$ cat src/rtl/pipelined_cpu_core_if.sv
// Memory-side bus of the pipelined core: combinational instruction fetch port
// plus a data port gated by a single ready signal.
interface pipelined_cpu_core_if #(
   parameter int DSIZE = 16,
   parameter int ISIZE = 16
);
   logic [ISIZE-1:0] imem_addr;
   logic [15:0]      imem_rdata;
   logic [DSIZE-1:0] dmem_addr;
   logic [DSIZE-1:0] dmem_wdata;
   logic             dmem_wen;
   logic             dmem_ren;
   logic [DSIZE-1:0] dmem_rdata;
   logic             dmem_ready;

   // Handshake: dmem_wen/dmem_ren act as the request valid and stay stable with
   // addr/wdata until a cycle with dmem_ready=1, where a store commits and load
   // data on dmem_rdata is taken; dmem_ready=0 freezes the requester.
   modport master (
      output imem_addr, dmem_addr, dmem_wdata, dmem_wen, dmem_ren,
      input  imem_rdata, dmem_rdata, dmem_ready
   );
   modport slave (
      input  imem_addr, dmem_addr, dmem_wdata, dmem_wen, dmem_ren,
      output imem_rdata, dmem_rdata, dmem_ready
   );
endinterface

$ cat src/rtl/pipelined_cpu_core.sv
// 4-stage (IF, ID, EX/MEM, WB) 16-bit-ISA core with WB->EX forwarding or
// interlock, branch flush in EX and a global freeze on data-memory not-ready.
module pipelined_cpu_core #(
   parameter int          DSIZE    = 16,
   parameter int          ISIZE    = 16,
   parameter int          NREG     = 16,
   parameter bit          FWD_EN   = 1'b1,
   parameter int unsigned RESET_PC = 0
) (
   input  logic                  clk,
   input  logic                  rst,
   pipelined_cpu_core_if.master  mem,
   output logic                  stall,
   output logic                  flush,
   output logic                  retire_valid,
   output logic [3:0]            retire_waddr,
   output logic [DSIZE-1:0]      retire_wdata,
   output logic [15:0]           stall_count
);
   localparam logic [3:0] OP_ADD  = 4'd0;
   localparam logic [3:0] OP_SUB  = 4'd1;
   localparam logic [3:0] OP_AND  = 4'd2;
   localparam logic [3:0] OP_OR   = 4'd3;
   localparam logic [3:0] OP_ADDI = 4'd4;
   localparam logic [3:0] OP_LW   = 4'd5;
   localparam logic [3:0] OP_SW   = 4'd6;
   localparam logic [3:0] OP_BEQ  = 4'd7;

   typedef struct packed {
      logic       reg_write;
      logic       mem_to_reg;
      logic       mem_write;
      logic       branch;
      logic       alu_src;
      logic [1:0] alu_fn;
   } ctl_t;

   logic [DSIZE-1:0] regs [NREG];
   logic [ISIZE-1:0] pc;

   logic             id_valid;
   logic [15:0]      id_inst;
   logic [ISIZE-1:0] id_pc;
   ctl_t             id_ctl;
   logic             id_reg_dst, id_uses_a, id_uses_b;
   logic [3:0]       id_raddr1, id_raddr2;
   logic [DSIZE-1:0] id_rdata1, id_rdata2;

   logic             ex_valid;
   ctl_t             ex_ctl;
   logic [ISIZE-1:0] ex_pc;
   logic [3:0]       ex_raddr1, ex_raddr2, ex_waddr, ex_imm;
   logic [DSIZE-1:0] ex_rdata1, ex_rdata2;
   logic [DSIZE-1:0] op_a, op_b, alu_b, alu_out;
   logic [ISIZE-1:0] target;
   logic             taken, hazard, stall_i;

   logic             wb_valid, wb_wen, wb_write;
   logic [3:0]       wb_waddr;
   logic [DSIZE-1:0] wb_wdata;

   function automatic logic reg_exists(input logic [3:0] a);
      return (NREG >= 16) || (int'(a) < NREG);
   endfunction

   always_comb begin
      id_ctl     = '0;
      id_reg_dst = 1'b0;
      id_uses_a  = 1'b0;
      id_uses_b  = 1'b0;
      case (id_inst[15:12])
         OP_ADD, OP_SUB, OP_AND, OP_OR: begin
            id_ctl.reg_write = 1'b1;
            id_ctl.alu_fn    = id_inst[13:12];
            id_uses_a        = 1'b1;
            id_uses_b        = 1'b1;
         end
         OP_ADDI: begin
            id_ctl.reg_write = 1'b1;
            id_ctl.alu_src   = 1'b1;
            id_uses_a        = 1'b1;
         end
         OP_LW: begin
            id_ctl.reg_write  = 1'b1;
            id_ctl.mem_to_reg = 1'b1;
            id_ctl.alu_src    = 1'b1;
            id_uses_a         = 1'b1;
         end
         OP_SW: begin
            id_ctl.mem_write = 1'b1;
            id_ctl.alu_src   = 1'b1;
            id_reg_dst       = 1'b1;
            id_uses_a        = 1'b1;
            id_uses_b        = 1'b1;
         end
         OP_BEQ: begin
            id_ctl.branch = 1'b1;
            id_ctl.alu_fn = 2'd1;
            id_reg_dst    = 1'b1;
            id_uses_a     = 1'b1;
            id_uses_b     = 1'b1;
         end
         default: ;
      endcase
   end

   assign id_raddr1 = id_inst[7:4];
   assign id_raddr2 = id_reg_dst ? id_inst[11:8] : id_inst[3:0];
   assign wb_write  = wb_valid & wb_wen;

   // Register read with write-through of the pending WB result.
   always_comb begin
      id_rdata1 = '0;
      id_rdata2 = '0;
      if (reg_exists(id_raddr1)) id_rdata1 = regs[id_raddr1];
      if (reg_exists(id_raddr2)) id_rdata2 = regs[id_raddr2];
      if (wb_write && wb_waddr == id_raddr1) id_rdata1 = wb_wdata;
      if (wb_write && wb_waddr == id_raddr2) id_rdata2 = wb_wdata;
   end

   always_comb begin
      op_a = ex_rdata1;
      op_b = ex_rdata2;
      if (FWD_EN && wb_write && wb_waddr == ex_raddr1) op_a = wb_wdata;
      if (FWD_EN && wb_write && wb_waddr == ex_raddr2) op_b = wb_wdata;
      alu_b = ex_ctl.alu_src ? {{(DSIZE-4){ex_imm[3]}}, ex_imm} : op_b;
      case (ex_ctl.alu_fn)
         2'd0:    alu_out = op_a + alu_b;
         2'd1:    alu_out = op_a - alu_b;
         2'd2:    alu_out = op_a & alu_b;
         default: alu_out = op_a | alu_b;
      endcase
   end

   assign taken  = ex_valid & ex_ctl.branch & (alu_out == '0);
   assign target = ex_pc + ISIZE'(1) + {{(ISIZE-4){ex_imm[3]}}, ex_imm};

   // Only the EX producer can be missed without forwarding; WB is covered by write-through.
   assign hazard = !FWD_EN && id_valid && ex_valid && ex_ctl.reg_write &&
                   ((id_uses_a && ex_waddr == id_raddr1) ||
                    (id_uses_b && ex_waddr == id_raddr2));
   assign stall_i = !mem.dmem_ready || (hazard && !taken);

   assign mem.imem_addr  = pc;
   assign mem.dmem_addr  = alu_out;
   assign mem.dmem_wdata = op_b;
   assign mem.dmem_wen   = rst & ex_valid & ex_ctl.mem_write;
   assign mem.dmem_ren   = rst & ex_valid & ex_ctl.mem_to_reg;

   assign stall        = rst & stall_i;
   assign flush        = rst & mem.dmem_ready & taken;
   assign retire_valid = rst & mem.dmem_ready & wb_write;
   assign retire_waddr = wb_waddr;
   assign retire_wdata = wb_wdata;

   always_ff @(posedge clk) begin
      if (!rst) begin
         pc          <= ISIZE'(RESET_PC);
         id_valid    <= 1'b0;
         ex_valid    <= 1'b0;
         wb_valid    <= 1'b0;
         stall_count <= '0;
         for (int i = 0; i < NREG; i++) regs[i] <= '0;
      end else begin
         if (stall_i && stall_count != 16'hFFFF) stall_count <= stall_count + 16'd1;
         if (mem.dmem_ready) begin
            if (wb_write && reg_exists(wb_waddr)) regs[wb_waddr] <= wb_wdata;
            wb_valid <= ex_valid;
            wb_wen   <= ex_ctl.reg_write;
            wb_waddr <= ex_waddr;
            wb_wdata <= ex_ctl.mem_to_reg ? mem.dmem_rdata : alu_out;
            if (taken) begin
               pc       <= target;
               id_valid <= 1'b0;
               ex_valid <= 1'b0;
            end else if (hazard) begin
               ex_valid <= 1'b0;
            end else begin
               pc        <= pc + ISIZE'(1);
               id_valid  <= 1'b1;
               id_inst   <= mem.imem_rdata;
               id_pc     <= pc;
               ex_valid  <= id_valid;
               ex_ctl    <= id_ctl;
               ex_pc     <= id_pc;
               ex_raddr1 <= id_raddr1;
               ex_raddr2 <= id_raddr2;
               ex_waddr  <= id_inst[11:8];
               ex_imm    <= id_inst[3:0];
               ex_rdata1 <= id_rdata1;
               ex_rdata2 <= id_rdata2;
            end
         end
      end
   end
endmodule

$ cat src/flat_wrapper.sv
// flat-port wrapper written by rule: the top's interface ports become plain ports
module pipelined_cpu_core_flat 
#(
   parameter int          DSIZE    = 16,
   parameter int          ISIZE    = 16,
   parameter int          NREG     = 16,
   parameter bit          FWD_EN   = 1'b1,
   parameter int unsigned RESET_PC = 0
)
  (clk, rst, stall, flush, retire_valid, retire_waddr, retire_wdata, stall_count, mem_imem_addr, mem_dmem_addr, mem_dmem_wdata, mem_dmem_wen, mem_dmem_ren, mem_imem_rdata, mem_dmem_rdata, mem_dmem_ready);
  pipelined_cpu_core_if #(.DSIZE(DSIZE), .ISIZE(ISIZE)) mem_i ();
  input  logic clk;
  input  logic rst;
  output logic stall;
  output logic flush;
  output logic retire_valid;
  output logic [3:0] retire_waddr;
  output logic [DSIZE-1:0] retire_wdata;
  output logic [15:0] stall_count;
  output wire logic [$bits(mem_i.imem_addr)-1:0] mem_imem_addr;
  output wire logic [$bits(mem_i.dmem_addr)-1:0] mem_dmem_addr;
  output wire logic [$bits(mem_i.dmem_wdata)-1:0] mem_dmem_wdata;
  output wire logic [$bits(mem_i.dmem_wen)-1:0] mem_dmem_wen;
  output wire logic [$bits(mem_i.dmem_ren)-1:0] mem_dmem_ren;
  input wire logic [$bits(mem_i.imem_rdata)-1:0] mem_imem_rdata;
  input wire logic [$bits(mem_i.dmem_rdata)-1:0] mem_dmem_rdata;
  input wire logic [$bits(mem_i.dmem_ready)-1:0] mem_dmem_ready;
  assign mem_imem_addr = mem_i.imem_addr;
  assign mem_dmem_addr = mem_i.dmem_addr;
  assign mem_dmem_wdata = mem_i.dmem_wdata;
  assign mem_dmem_wen = mem_i.dmem_wen;
  assign mem_dmem_ren = mem_i.dmem_ren;
  assign mem_i.imem_rdata = mem_imem_rdata;
  assign mem_i.dmem_rdata = mem_dmem_rdata;
  assign mem_i.dmem_ready = mem_dmem_ready;
  pipelined_cpu_core #(.DSIZE(DSIZE), .ISIZE(ISIZE), .NREG(NREG), .FWD_EN(FWD_EN), .RESET_PC(RESET_PC)) u_core (.clk(clk), .rst(rst), .mem(mem_i), .stall(stall), .flush(flush), .retire_valid(retire_valid), .retire_waddr(retire_waddr), .retire_wdata(retire_wdata), .stall_count(stall_count));
endmodule
$ cat config.mk
export PLATFORM = sky130hd
export DESIGN_NAME = pipelined_cpu_core_flat
export DESIGN_NICKNAME = d
export VERILOG_FILES = /design/src/rtl/pipelined_cpu_core_if.sv /design/src/rtl/pipelined_cpu_core.sv /design/src/flat_wrapper.sv
export SDC_FILE = /design/constraint.sdc
export NUM_CORES = 1
export LEC_CHECK = 0
export CORE_MARGIN = 4
export CORE_UTILIZATION = 40
export CTS_CLUSTER_SIZE = 24
export DETAILED_ROUTE_END_ITERATION = 16
export DONT_BUFFER_PORTS = 1
export HOLD_SLACK_MARGIN = 0.08
export REMOVE_ABC_BUFFERS = 1
export SLEW_MARGIN = 5
export SYNTH_ARGS = -nofsm -noshare
export SYNTH_HDL_FRONTEND = slang
export SYNTH_SLANG_ARGS = --single-unit
$ cat constraint.sdc
create_clock -name clk -period 6.97 [get_ports clk]
set_input_delay 1.394 -clock clk [delete_from_list [all_inputs] [get_ports clk]]
set_output_delay 1.394 -clock clk [all_outputs]
set_load 0.02 [all_outputs]
==> run summary <==
io pins: 124
Reg2Reg Capture Point: u_core.mem.imem_addr[15]
antenna violations before repair: 3
share of cells above drive strength 1: 17.3%
Max transition margin: 23.5%
Critical R2R Launch: u_core.retire_waddr[3]
grt ovf: 0
PD cells: 235 nW/µm²
most common flop cell mapped by yosys: edfxtp_1
clk sinks: 415
Post-synth EDFFs: 380
DRT antenna net count: 0
pin count of the biggest net entering global routing: 131
MaxCap Viol Count: 0
vias: 17100
# rows: 88
Die ar.: 62900 µm²
Worst Skew: 0.0256 ns
area post-placement: 24600 µm²
sequential area share after synthesis: 51.4%
most common cell after layout, fill and taps aside: edfxtp_1
Ys Warns: 0
clock latency on the worst-skew pair: 0.60 ns
total track usage: 21.5%
die width: 251 µm
register bit total from synthesis: 415
CP endpoint: flush
Critical Path AT: 5.36 ns
most frequent cells in the layout: edfxtp_1 (380), nand2_1 (320), and2_1 (222), nand3_1 (160), buf_4 (105)
Worst Setup Path Type: reg -> out
max-slew violations: 0
status: finished, final reports clean
Worst Setup SP: u_core.retire_waddr[2]
HPWL after DPL: 48700 µm
drt total wl: 69700 µm
Root Driver: clkbuf_16
Mapped Avg Cell Area: 11.1 µm²
Area growth syn-to-layout: 12.2%
Max Buffers Root-to-Sink: 3
number of global-route vias before repair: 16700
delay-heaviest family, CP: compound AO/OA/AOI/OAI gates
Initial DRC Count: 1511
maximum vdd ir drop: 196 µV
register area: 12100 µm²
Design Power: 0.00622 W
wire length per cell: 23.9 µm
First-pass DRT Iterations: 6
critical-path cell list: xnor2_2 > and2_4 > buf_6 > a41o_1 > nor2_4 > ha_2 > and4_4 > a21oi_1 > xnor2_1 > ha_1 > a21o_1 > a21o_1 > nor4_2 > or3_4 > a31o_4 > xor2_1 > mux2_4 > o311ai_4 > o2111ai_4 > nor2_2 > buf_6
Final GP Congestion: 0.876
Post-synth ARST share: 0%
biggest cell delay along the critical path: 0.44 ns
Hold Path Class: reg -> reg
Levels on crit path: 21
Critical Path RT: 5.58 ns
core footprint: 58000 µm²
Setup-failing EPs final: 0
placed cells: 2816
CTS Buf Count: 47
via/cell ratio: 5.86
Tightest Pin Transition: 1.15 ns
CTS tree: built
Die Span Y: 251 µm
Hold Slack: 0.419 ns
H-tree Lvls: 2
element type at the critical path end: output port
setup_tns: 0 ns
Syn Inst Count: 2130
Max Fclk: 148 MHz
CTS clk-pin slew, worst paths: 0.06 ns
Crit Path Max Fanout: 15
Startpoint Class: flip-flop
Port Buffer Count: 0
Initial Util: 40.6%
# DRC: 0
critical path's slowest cell: edfxtp_1
CTS Hold Buffers Added: 0
Synth cell types: 78
CP bufs+invs: 2
fin nets: 2190
first-pass GRT wire length: 106000 µm
final hold vios: 0
Finished Layout Cells: 2917
Filler Cells Inserted: 5266
Tmin final: 6.76 ns
Hold Startpoint: u_core.id_pc[12]
final instance area: 26500 µm²
Mapped Area: 23600 µm²
r2r setup slk: 1.13 ns
leakage power: 9.59 nW
Reg2Reg Depth: 21
area of the multi-input gates: 10800 µm²
Tcrit/Tclk final: 96.9%
logic make-up after synthesis:
kind of cell,count (synthesis),share of synthesized area [%]
mux,155,11.2
fa+ha+maj,45,2.39
simple gates,981,21.2
flops,415,51.4
compound gates,261,7.73
buf+inv,210,3.61
xor+xnor,63,2.50
layer usage:
layer	wire, µm	track usage [%]	share of wire [%]
met1	29000	28.9	42
met2	34100	36.4	49
met3	5370	4.29	7.7
met4	1250	4.79	1.8
met5	0	0	0
cell type report:
| cell class | count | share of cell area [%] |
|---|---|---|
| clock buffers | 65 | 4.82 |
| repair buffers | 112 | 3.34 |
| clock inverters | 17 | 0.941 |
| diodes | 1 | 0.00946 |
| inverters | 37 | 0.530 |
| flip-flops and latches | 415 | 45.8 |
| well taps | 765 | 3.62 |
| multi-input cells | 1505 | 41.0 |
registers in the layout, indices dropped and copies added, names as in the netlist, 4 cells and up:
name and cells:
u_core.ex_rdata2 16, u_core.retire_waddr 4, u_core.ex_raddr1 4, u_core.ex_raddr2 4, u_core.ex_rdata1 16, u_core.id_pc 16, u_core.stall_count 16, u_core.id_inst 16
u_core.ex_pc 16, u_core.ex_imm 4, u_core.ex_waddr 4, u_core.mem.imem_addr 16, u_core.ex_ctl 7, u_core.retire_wdata 16, u_core.regs 256
how the worst min path moves through the flow:
stage | cells past startpoint | to | slack, ns
6_report | 0 | u_core.ex_pc[12] | 0.42
5_1_grt | 0 | u_core.ex_pc[9] | 0.43
4_1_cts | 0 | u_core.ex_pc[12] | 0.42
3_5_place_dp | 0 | u_core.ex_pc[8] | 0.41
3_3_place_gp | 0 | u_core.ex_pc[9] | 0.40
2_1_floorplan | 0 | u_core.ex_pc[0] | 0.40
cells in the mapped netlist, types with 6 or more instances:
master / count / area share (%)
o311ai_0: 12 / 0.45
o211ai_1: 8 / 0.25
a32oi_1: 11 / 0.41
clkbuf_1: 143 / 2.3
nand3_1: 161 / 3.4
ha_1: 35 / 1.9
dfxtp_1: 35 / 3.0
and2_1: 225 / 6.0
inv_1: 32 / 0.51
xnor2_1: 28 / 1.0
buf_6: 7 / 0.33
o21ai_0: 61 / 1.3
nor4_1: 19 / 0.50
mux2i_1: 17 / 0.72
edfxtp_1: 380 / 48
a211oi_1: 9 / 0.29
nor2_1: 65 / 1.0
mux4_2: 79 / 7.5
o31a_1: 6 / 0.22
nand4b_1: 11 / 0.41
o21a_1: 11 / 0.35
a21oi_1: 28 / 0.59
a31oi_1: 30 / 0.80
xor2_1: 30 / 1.1
or3_1: 12 / 0.32
nand2_1: 321 / 5.1
nor3_1: 63 / 1.3
buf_1: 19 / 0.30
mux2_2: 52 / 2.5
a21o_1: 11 / 0.35
and3_1: 41 / 1.1
a311oi_1: 34 / 1.3
nor2b_1: 13 / 0.34
nand4_1: 7 / 0.19
nand2b_1: 13 / 0.34
per-stage QoR:
stage / utilization (%) / worst slack [ns]
after floorplan: - / -4.26
after global placement: 42.4 / 0.411
after detailed placement: 42.4 / 0.394
after CTS: 45.1 / 0.00786
after global routing: 45.6 / -0.0532
final: 45.6 / 0.213
power by group:
group / internal (W) / switching [W] / leakage (nW)
Sequential: 0.00281 / 0.0000634 / 4.09
Combinational: 0.000315 / 0.000532 / 4.75
Clock: 0.00147 / 0.00103 / 0.740
Total: 0.00460 / 0.00162 / 9.59
timing repair:
| action | in CTS | in global routing |
|---|---|---|
| pin swaps | 5 | 27 |
| setup endpoints to repair | 2 | 2 |
| resized for setup | 15 | 33 |
| setup buffers | 1 | 17 |
Power figures use the tool's default switching activity.
